==> src/rtl/cpu_pkg.sv <==
// ---------------------------------------------------------------------------
// cpu_pkg
//   Shared definitions for the single-cycle core and its instruction memory
//   controller: memory geometry, opcode encodings, and the imem_ctrl state
//   enum. No ports.
// ---------------------------------------------------------------------------
package cpu_pkg;

    localparam int ADDR_W  = 8;   // 256-word instruction memory
    localparam int INSTR_W = 16;  // two loader bytes per word

    typedef enum logic [3:0] {
        OP_JMP   = 4'b0000,
        OP_LOAD  = 4'b0001,
        OP_STORE = 4'b0010,
        OP_ADD   = 4'b0011,
        OP_SUB   = 4'b0100,
        OP_ADDI  = 4'b0101,
        OP_HALT  = 4'b0110,
        OP_AND   = 4'b0111
    } opcode_e;

    typedef enum logic [2:0] {
        ST_IDLE,
        ST_LOAD_HI,
        ST_LOAD_LO,
        ST_WRITE,
        ST_PC_CLR,
        ST_RUN,
        ST_HALTED
    } imem_state_e;

    // A length of 0 stands for a full memory image, so the word count
    // needs one bit more than the length field.
    function automatic logic [ADDR_W:0] load_count(input logic [ADDR_W-1:0] len);
        return (len == '0) ? (ADDR_W + 1)'(1 << ADDR_W) : {1'b0, len};
    endfunction

endpackage

==> src/rtl/imem_ctrl_if.sv <==
// ---------------------------------------------------------------------------
// imem_ctrl_if
//   Groups the loader byte stream and the instruction memory write port.
//   master : host / loader side (drives the byte stream, observes writes)
//   slave  : imem_ctrl side (accepts bytes, drives the write port)
//   rx_data/rx_valid/rx_ready   byte stream, high byte of each word first
//   mem_we/mem_waddr/mem_wdata  instruction memory write port
// ---------------------------------------------------------------------------
interface imem_ctrl_if;
    import cpu_pkg::*;

    logic [7:0]         rx_data;
    logic               rx_valid;
    logic               rx_ready;
    logic               mem_we;
    logic [ADDR_W-1:0]  mem_waddr;
    logic [INSTR_W-1:0] mem_wdata;

    modport master (
        output rx_data, rx_valid,
        input  rx_ready, mem_we, mem_waddr, mem_wdata
    );

    modport slave (
        input  rx_data, rx_valid,
        output rx_ready, mem_we, mem_waddr, mem_wdata
    );

endinterface

==> src/rtl/imem_ctrl.sv <==
// ---------------------------------------------------------------------------
// imem_ctrl
//   Loads a program image into the 256 x 16 instruction memory from a byte
//   stream, then starts the core, gates its PC advance and stops it on HALT
//   or watchdog expiry.
//
//   clk          system clock, rising edge
//   rst          synchronous, active-high reset
//   load_start   pulse: begin load at load_base for load_len words (0 = 256)
//   bus          imem_ctrl_if.slave: byte stream in, memory write port out
//   run_start    pulse: clear the PC and run
//   abort        level: drop any load or run and return to IDLE
//   fetch_instr  instruction currently fetched by the core
//   pc_rst       one-cycle PC clear to the core
//   cpu_en       core commits the current instruction and advances the PC
//   busy         not IDLE and not HALTED
//   halted       last run ended (HALT or watchdog)
//   timeout      last run ended on the watchdog, sticky until next run
//   load_done    one-cycle pulse after the last word of a load is written
//   instr_count  instructions committed in the current or last run
// ---------------------------------------------------------------------------
module imem_ctrl
    import cpu_pkg::*;
#(
    parameter logic [3:0]        HALT_OP    = OP_HALT,
    parameter int                WDOG_W     = 16,
    parameter logic [WDOG_W-1:0] WDOG_LIMIT = {WDOG_W{1'b1}}
) (
    input  logic                clk,
    input  logic                rst,
    input  logic                load_start,
    input  logic [ADDR_W-1:0]   load_base,
    input  logic [ADDR_W-1:0]   load_len,
    imem_ctrl_if.slave          bus,
    input  logic                run_start,
    input  logic                abort,
    input  logic [INSTR_W-1:0]  fetch_instr,
    output logic                pc_rst,
    output logic                cpu_en,
    output logic                busy,
    output logic                halted,
    output logic                timeout,
    output logic                load_done,
    output logic [WDOG_W-1:0]   instr_count
);

    imem_state_e         state_q;
    logic [ADDR_W-1:0]   waddr_q;
    logic [ADDR_W:0]     remaining_q;
    logic [7:0]          hi_q;
    logic [7:0]          lo_q;
    logic [WDOG_W-1:0]   instr_count_q;
    logic                halted_q;
    logic                timeout_q;
    logic                load_done_q;

    logic rx_hs;
    logic op_is_halt;
    logic at_limit;

    // Only the opcode field matters for run control.
    logic unused_fetch_bits;
    assign unused_fetch_bits = ^fetch_instr[INSTR_W-5:0];

    assign op_is_halt = (fetch_instr[INSTR_W-1 -: 4] == HALT_OP);
    assign at_limit   = (instr_count_q == WDOG_LIMIT);

    // Abort also withholds rx_ready so no byte is consumed by a load that
    // is being thrown away.
    assign bus.rx_ready = !abort &&
                          ((state_q == ST_LOAD_HI) || (state_q == ST_LOAD_LO));
    assign rx_hs        = bus.rx_valid && bus.rx_ready;

    assign bus.mem_we    = !abort && (state_q == ST_WRITE);
    assign bus.mem_waddr = waddr_q;
    assign bus.mem_wdata = {hi_q, lo_q};

    // cpu_en must react to the instruction fetched in the same cycle, so it
    // cannot be registered: a registered enable would commit the HALT.
    assign cpu_en = !abort && (state_q == ST_RUN) && !op_is_halt && !at_limit;

    assign pc_rst      = (state_q == ST_PC_CLR);
    assign busy        = (state_q != ST_IDLE) && (state_q != ST_HALTED);
    assign halted      = halted_q;
    assign timeout     = timeout_q;
    assign load_done   = load_done_q;
    assign instr_count = instr_count_q;

    // NOTE: every register here is written with <= so all of them update
    // from the same pre-edge values; a blocking write would let a later
    // statement see the new value and change the logic.
    always_ff @(posedge clk) begin
        if (rst) begin
            state_q       <= ST_IDLE;
            waddr_q       <= '0;
            remaining_q   <= '0;
            hi_q          <= '0;
            lo_q          <= '0;
            instr_count_q <= '0;
            halted_q      <= 1'b0;
            timeout_q     <= 1'b0;
            load_done_q   <= 1'b0;
        end else begin
            load_done_q <= 1'b0;

            if (abort) begin
                // halted, timeout and instr_count deliberately hold.
                state_q <= ST_IDLE;
            end else begin
                unique case (state_q)
                    ST_IDLE, ST_HALTED: begin
                        // Load wins a same-cycle collision with run.
                        if (load_start) begin
                            waddr_q     <= load_base;
                            remaining_q <= load_count(load_len);
                            halted_q    <= 1'b0;
                            state_q     <= ST_LOAD_HI;
                        end else if (run_start) begin
                            halted_q    <= 1'b0;
                            state_q     <= ST_PC_CLR;
                        end
                    end

                    ST_LOAD_HI: begin
                        if (rx_hs) begin
                            hi_q    <= bus.rx_data;
                            state_q <= ST_LOAD_LO;
                        end
                    end

                    ST_LOAD_LO: begin
                        if (rx_hs) begin
                            lo_q    <= bus.rx_data;
                            state_q <= ST_WRITE;
                        end
                    end

                    ST_WRITE: begin
                        // Address wraps 255 -> 0 by plain overflow.
                        waddr_q     <= waddr_q + ADDR_W'(1);
                        remaining_q <= remaining_q - (ADDR_W + 1)'(1);
                        if (remaining_q == (ADDR_W + 1)'(1)) begin
                            load_done_q <= 1'b1;
                            state_q     <= ST_IDLE;
                        end else begin
                            state_q     <= ST_LOAD_HI;
                        end
                    end

                    ST_PC_CLR: begin
                        instr_count_q <= '0;
                        timeout_q     <= 1'b0;
                        state_q       <= ST_RUN;
                    end

                    ST_RUN: begin
                        if (cpu_en) begin
                            instr_count_q <= instr_count_q + WDOG_W'(1);
                        end
                        // Watchdog takes precedence for the timeout flag
                        // when HALT arrives on the limit cycle.
                        if (op_is_halt || at_limit) begin
                            halted_q <= 1'b1;
                            timeout_q <= at_limit;
                            state_q  <= ST_HALTED;
                        end
                    end

                    default: state_q <= ST_IDLE;
                endcase
            end
        end
    end

endmodule

==> src/flat_wrapper.sv <==
// flat-port wrapper written by rule: the top's interface ports become plain ports
module imem_ctrl_flat import cpu_pkg::*;
#(
    parameter logic [3:0]        HALT_OP    = OP_HALT,
    parameter int                WDOG_W     = 16,
    parameter logic [WDOG_W-1:0] WDOG_LIMIT = {WDOG_W{1'b1}}
)
  (clk, rst, load_start, load_base, load_len, run_start, abort, fetch_instr, pc_rst, cpu_en, busy, halted, timeout, load_done, instr_count, bus_rx_data, bus_rx_valid, bus_rx_ready, bus_mem_we, bus_mem_waddr, bus_mem_wdata);
  imem_ctrl_if bus_i ();
  input  logic clk;
  input  logic rst;
  input  logic load_start;
  input  logic [ADDR_W-1:0] load_base;
  input  logic [ADDR_W-1:0] load_len;
  input  logic run_start;
  input  logic abort;
  input  logic [INSTR_W-1:0] fetch_instr;
  output logic pc_rst;
  output logic cpu_en;
  output logic busy;
  output logic halted;
  output logic timeout;
  output logic load_done;
  output logic [WDOG_W-1:0] instr_count;
  input wire logic [$bits(bus_i.rx_data)-1:0] bus_rx_data;
  input wire logic [$bits(bus_i.rx_valid)-1:0] bus_rx_valid;
  output wire logic [$bits(bus_i.rx_ready)-1:0] bus_rx_ready;
  output wire logic [$bits(bus_i.mem_we)-1:0] bus_mem_we;
  output wire logic [$bits(bus_i.mem_waddr)-1:0] bus_mem_waddr;
  output wire logic [$bits(bus_i.mem_wdata)-1:0] bus_mem_wdata;
  assign bus_i.rx_data = bus_rx_data;
  assign bus_i.rx_valid = bus_rx_valid;
  assign bus_rx_ready = bus_i.rx_ready;
  assign bus_mem_we = bus_i.mem_we;
  assign bus_mem_waddr = bus_i.mem_waddr;
  assign bus_mem_wdata = bus_i.mem_wdata;
  imem_ctrl #(.HALT_OP(HALT_OP), .WDOG_W(WDOG_W), .WDOG_LIMIT(WDOG_LIMIT)) u_core (.clk(clk), .rst(rst), .load_start(load_start), .load_base(load_base), .load_len(load_len), .bus(bus_i), .run_start(run_start), .abort(abort), .fetch_instr(fetch_instr), .pc_rst(pc_rst), .cpu_en(cpu_en), .busy(busy), .halted(halted), .timeout(timeout), .load_done(load_done), .instr_count(instr_count));
endmodule
==> config.mk <==
export PLATFORM = sky130hd
export DESIGN_NAME = imem_ctrl_flat
export DESIGN_NICKNAME = d
export VERILOG_FILES = /design/src/rtl/cpu_pkg.sv /design/src/rtl/imem_ctrl_if.sv /design/src/rtl/imem_ctrl.sv /design/src/flat_wrapper.sv
export SDC_FILE = /design/constraint.sdc
export NUM_CORES = 1
export LEC_CHECK = 0
export ABC_AREA = 1
export CELL_PAD_IN_SITES_DETAIL_PLACEMENT = 1
export CELL_PAD_IN_SITES_GLOBAL_PLACEMENT = 1
export CORE_ASPECT_RATIO = 0.75
export CORE_MARGIN = 4
export CORE_UTILIZATION = 35
export CTS_CLUSTER_SIZE = 24
export DETAILED_ROUTE_END_ITERATION = 10
export GPL_ROUTABILITY_DRIVEN = 1
export PLACE_DENSITY_LB_ADDON = 0.1
export SLEW_MARGIN = 30
export SYNTH_ARGS = -nofsm -noshare
export SYNTH_HDL_FRONTEND = slang
export SYNTH_SLANG_ARGS = --single-unit
==> constraint.sdc <==
create_clock -name clk -period 3.6 [get_ports clk]
set_clock_uncertainty 0.1 [all_clocks]
set_input_delay 0.72 -clock clk [delete_from_list [all_inputs] [get_ports clk]]
set_output_delay 0.72 -clock clk [all_outputs]
set_load 0.02 [all_outputs]
==> results_dict.tcl, run 1 <==
set metrics [dict create \
    status "complete, no violations" \
    cp-end-kind "primary output" \
    multi_input_area_mm2 0.00180 \
    via_count 3534 \
    routed_wl_um 10700 \
    cts.clk_slew.worst_paths_ns 0.08 \
    core-area_mm2 0.00871 \
    synthCells 512 \
    numCtsBuffers 5 \
    clock_latency_ns 0.30 \
    critPathLaunchType "primary input" \
    rows 29 \
    placed_area_mm2 0.00411 \
    path_buf_inv 4 \
    track_usage 0.201 \
    postCtsSetupBuffers 0 \
    synth_seq_cells 55 \
    layout.cells.most_common "nand2_1" \
    first_iter_violations 124 \
    path_depth 8 \
    r2r-start "u_core.instr_count[1]$_SDFFE_PP0P_" \
    ant_nets 0 \
    path_cells "clkdlybuf4s50_1, inv_1, nand3_1, inv_1, nor2_1, nand2_1, nor2_1, clkdlybuf4s50_1" \
    n_antenna_cell 0 \
    numClockSinks 55 \
    worst_slack_ns 0.238 \
    drive_gt1_frac 0.0592 \
    die_height_um 91.0 \
    hold_path_class "reg2reg" \
    clock_path_buffers 2 \
    layout_common_cells "nand2_1 (126), nor2_1 (96), clkdlybuf4s50_1 (81)" \
    critPathCapture "cpu_en" \
    critPathKind "in2out" \
    grt-ovfl-total 0 \
    required_ns 2.78 \
    pre_cts_ws_ns 0.237 \
    cts_tree "built" \
    antenna_found_initial 0 \
    tightestPinTransition_ns 0.713 \
    cp_top_family "buffers and inverters" \
    slew_violations 0 \
    critPathMaxStageDelay_ns 0.61 \
    nFillCells 1170 \
    synthToLayoutAreaGrowth_pct 32.3 \
    first_global_vias 3693 \
    rsz0062_at_grt "no" \
    leakagePower_nw 1.72 \
    vias_per_cell 5.06 \
    gp_congestion 0.835 \
    ys_seq_area_frac 0.343 \
    rr_worst_depth 11 \
    num_io_pins 94 \
    arrival_ns 2.54 \
    grt_pass1_wl_um 18200 \
    tns_ns 0 \
    ys_types 34 \
    slowest_stage "clkdlybuf4s50_1" \
    hold_slack_ns 0.370 \
    cts_max_level 2 \
    io_buffers 81 \
    ys_warn_count 0 \
    cap_violations 0 \
    syn-num-nets 563 \
    fmax_mhz 297 \
    die-width_um 119 \
    die-area_mm2 0.0108 \
    cts_hold_buf 0 \
    finalSetupViolCount 0 \
    synthesis.area_mm2 0.00321 \
    crit_path_start "fetch_instr[12]" \
    num-nets-final 641 \
    p_per_area_mw_per_mm2 390 \
    reg2reg_to "u_core.instr_count[11]$_SDFFE_PP0P_" \
    wl_per_cell_um 15.2 \
    crit_fanout 5 \
    synth_area_per_cell_um2 6.28 \
    drt_first_pass_iters 4 \
    start_util 0.369 \
    r2r_slack_ns 1.49 \
    finalCritPeriodShare 0.934 \
    drc 0 \
    period_needed_ns 3.36 \
    slew_headroom 0.523 \
    grt_max_degree 28 \
    cts_resized 0 \
    clock-root-buffer "clkbuf_16" \
    hold_viol_final 0 \
    stdcell_area_mm2 0.00425 \
    dpl.hpwl_um 8070 \
    ir_drop_mv 0.186 \
    seqCellArea_mm2 0.00110 \
]
[layer usage]
metal / GRT usage / wire [um] / vias to the layer above
li1: - / - / 1780
met5: 0 / 0 / -
met2: 0.324 / 4750 / 67
met3: 0.0460 / 511 / 10
met1: 0.276 / 5290 / 1677
met4: 0.0453 / 107 / 0
[cell usage after synthesis, drive strengths merged]
library cell / instances / area share
mux2i: 1 / 0.0031
o22ai: 1 / 0.0019
o21ai: 44 / 0.073
inv: 61 / 0.072
nand3: 44 / 0.072
a21oi: 29 / 0.047
a211oi: 1 / 0.0023
and2: 1 / 0.0019
dfxtp: 55 / 0.34
xor2: 4 / 0.011
o31ai: 2 / 0.0047
nand2: 131 / 0.16
buf: 7 / 0.018
xnor2: 3 / 0.0082
nor4: 2 / 0.0039
nor3: 7 / 0.014
nor2: 101 / 0.12
nand4: 6 / 0.012
ha: 5 / 0.019
clkbuf: 7 / 0.0082
[state kept, by name (all words and copies together), names as in the netlist, 3 cells and up]
name,cells
u_core.lo_q,8
u_core.hi_q,8
u_core.bus.mem_waddr,8
u_core.instr_count,16
u_core.remaining_q,9
u_core.state_q,3
[worst min-delay path by stage]
stage	startpoint	endpoint	depth (start not counted)
2_1_floorplan	u_core.remaining_q[6]$_SDFFE_PP0P_	u_core.remaining_q[6]$_SDFFE_PP0P_	2
3_5_place_dp	u_core.remaining_q[7]$_SDFFE_PP0P_	u_core.remaining_q[7]$_SDFFE_PP0P_	2
3_3_place_gp	u_core.remaining_q[7]$_SDFFE_PP0P_	u_core.remaining_q[7]$_SDFFE_PP0P_	2
6_report	u_core.remaining_q[7]$_SDFFE_PP0P_	u_core.remaining_q[7]$_SDFFE_PP0P_	2
4_1_cts	u_core.remaining_q[7]$_SDFFE_PP0P_	u_core.remaining_q[7]$_SDFFE_PP0P_	2
5_1_grt	u_core.remaining_q[7]$_SDFFE_PP0P_	u_core.remaining_q[7]$_SDFFE_PP0P_	2
[kinds of logic (layout without fill, tap and decap cells)]
group,count (synthesis),in the layout,share of synthesized area
flip-flops,55,55,0.343
AO/OA/AOI/OAI,77,77,0.130
multiplexers,1,1,0.00311
AND/OR/NAND/NOR,292,292,0.388
adder cells (fa/ha/maj),5,5,0.0195
buffers and inverters,75,154,0.0977
XOR/XNOR,7,7,0.0191
[power by group]
part,switching [mW],leakage [nW],internal (mW),total (mW)
sequential,0.0448,0.446,0.650,0.695
clock,0.241,0.0658,0.258,0.499
combinational,0.286,1.21,0.178,0.464
total,0.572,1.72,1.09,1.66
[metrics by stage]
step                power (mW)  instances  utilization
finish                    1.66        699        0.488
global placement          1.15        691        0.472
detailed placement        1.17        691        0.472
global route              1.76        699        0.488
floorplan                0.993        512            -
CTS                       1.67        699        0.488
[area by class of cell]
type                    instances  area share
clock inverters                 3     0.00471
inverters                      61      0.0544
flip-flops and latches         55       0.259
repair buffers                 85       0.198
well taps                     108      0.0318
multi-input cells             382       0.423
clock buffers                   5      0.0294
[tightest hold or removal path, stage by stage, from the launching register on]
cell and delay, ns:
dfxtp_1 0.32, nand2_1 0.06, a21oi_1 0.05
Note: power is estimated with default switching activity, not from simulation.
==> inputs of run 2 (changes only) <==
REMOVE_ABC_BUFFERS = 1   (was default)
==> results_dict.tcl, run 2 (synthesis gave the netlist of run 1 again) <==
set metrics [dict create \
    status "complete, no violations" \
    critPathMaxStageDelay_ns 0.61 \
    hold_path_class "reg2reg" \
    p_clk_frac 0.339 \
    routed_wl_um 10500 \
    cp-end-kind "primary output" \
    antenna_found_initial 0 \
    dpl.hpwl_um 7730 \
    cts.clk_slew.worst_paths_ns 0.08 \
    slowest_stage "clkdlybuf4s50_1" \
    period_needed_ns 3.30 \
    vias_per_cell 5.01 \
    grt_max_degree 36 \
    stdcell_area_mm2 0.00429 \
    cts_resized 0 \
    core-area_mm2 0.00871 \
    p_total_mw 1.76 \
    fin_util 0.493 \
    p_sw_uw 590 \
    die_height_um 91.0 \
    via_count 3507 \
    pwr-share-seq 0.395 \
    tns_ns 0 \
    hold_viol_final 0 \
    grt_pass1_wl_um 18000 \
    cap_violations 0 \
    gp_congestion 0.802 \
    crit_fanout 5 \
    drt_first_pass_iters 5 \
    io_buffers 81 \
    cts_hold_buf 0 \
    numClockSinks 55 \
    fmax_mhz 303 \
    die-width_um 119 \
    drive_gt1_frac 0.0625 \
    critPathKind "in2out" \
    n_antenna_cell 0 \
    power_frac_comb 0.267 \
    postCtsSetupBuffers 0 \
    tightestPinTransition_ns 0.607 \
    layout.cells.most_common "nand2_1" \
    track_usage 0.199 \
    num_io_pins 94 \
    path_buf_inv 4 \
    finalCritPeriodShare 0.918 \
    swShare 0.336 \
    critPathLaunchType "primary input" \
    finalSetupViolCount 0 \
    arrival_ns 2.48 \
    internal_power_mw 1.17 \
    required_ns 2.78 \
    rows 29 \
    rsz0062_at_grt "no" \
    clock-root-buffer "clkbuf_16" \
    hold_slack_ns 0.366 \
    synthToLayoutAreaGrowth_pct 33.5 \
    first_global_vias 3574 \
    clock_path_buffers 2 \
    numCtsBuffers 5 \
    leakagePower_nw 1.75 \
    slew_headroom 0.594 \
    p_per_area_mw_per_mm2 409 \
    drc 0 \
    num-nets-final 642 \
    cp_top_family "buffers and inverters" \
    wl_per_cell_um 15.1 \
    first_iter_violations 106 \
    placed_area_mm2 0.00412 \
    clock_latency_ns 0.30 \
    path_cells "clkdlybuf4s50_1, inv_1, nand3_1, inv_1, nor2_1, nand2_1, nor2_1, clkdlybuf4s50_1" \
    grt-ovfl-total 0 \
    die-area_mm2 0.0108 \
    start_util 0.369 \
    layout_common_cells "nand2_1 (126), nor2_1 (96), clkdlybuf4s50_1 (81)" \
    largest_register_ffs 16 \
    cts_max_level 2 \
    ir_drop_mv 0.221 \
    cts_tree "built" \
    slew_violations 0 \
    ant_nets 0 \
]
[run 2: worst min-delay path, cell delays in order, from the launching register on]
cell,delay [ns]
dfxtp_1,0.32
nand2_1,0.06
a21oi_1,0.05
[run 2: final timing paths]
path                                           start                                   to  slack, ns  depth (start not counted)
setup reg to reg  u_core.instr_count[0]$_SDFFE_PP0P_  u_core.instr_count[11]$_SDFFE_PP0P_       1.45                         11
hold / removal    u_core.remaining_q[7]$_SDFFE_PP0P_   u_core.remaining_q[7]$_SDFFE_PP0P_       0.37                          2
setup / recovery                     fetch_instr[12]                               cpu_en       0.30                          8
hold reg to reg   u_core.remaining_q[7]$_SDFFE_PP0P_   u_core.remaining_q[7]$_SDFFE_PP0P_       0.37                          2
[run 2: layout make-up]
cell class	instances	area (um2)
clock buffers	5	125
inverters	61	231
fillers	1173	4420
clock inverters	3	50.0
well taps	108	135
repair buffers	86	848
multi-input cells	382	1800
flip-flops and latches	55	1100
[run 2: layer usage]
| metal | track usage | share of wire | vias up |
|---|---|---|---|
| li1 | - | - | 1784 |
| met1 | 0.276 | 0.50 | 1653 |
| met2 | 0.317 | 0.44 | 62 |
| met3 | 0.0516 | 0.054 | 8 |
| met4 | 0.0366 | 0.0072 | 0 |
| met5 | 0 | 0 | - |
[run 2: per-stage QoR]
stage | cells | worst slack [ns]
floorplan | 498 | 1.20
global placement | 692 | 0.313
detailed placement | 692 | 0.293
CTS | 700 | 0.284
global route | 700 | 0.163
finish | 700 | 0.296
[run 2: power groups by stage]
stage | Sequential (mW) | Combinational [mW] | Clock (mW)
after floorplan | 0.723 | 0.255 | 0
after global placement | 0.704 | 0.449 | 0
after detailed placement | 0.706 | 0.464 | 0
after CTS | 0.693 | 0.470 | 0.608
after global routing | 0.700 | 0.528 | 0.636
final | 0.693 | 0.468 | 0.594
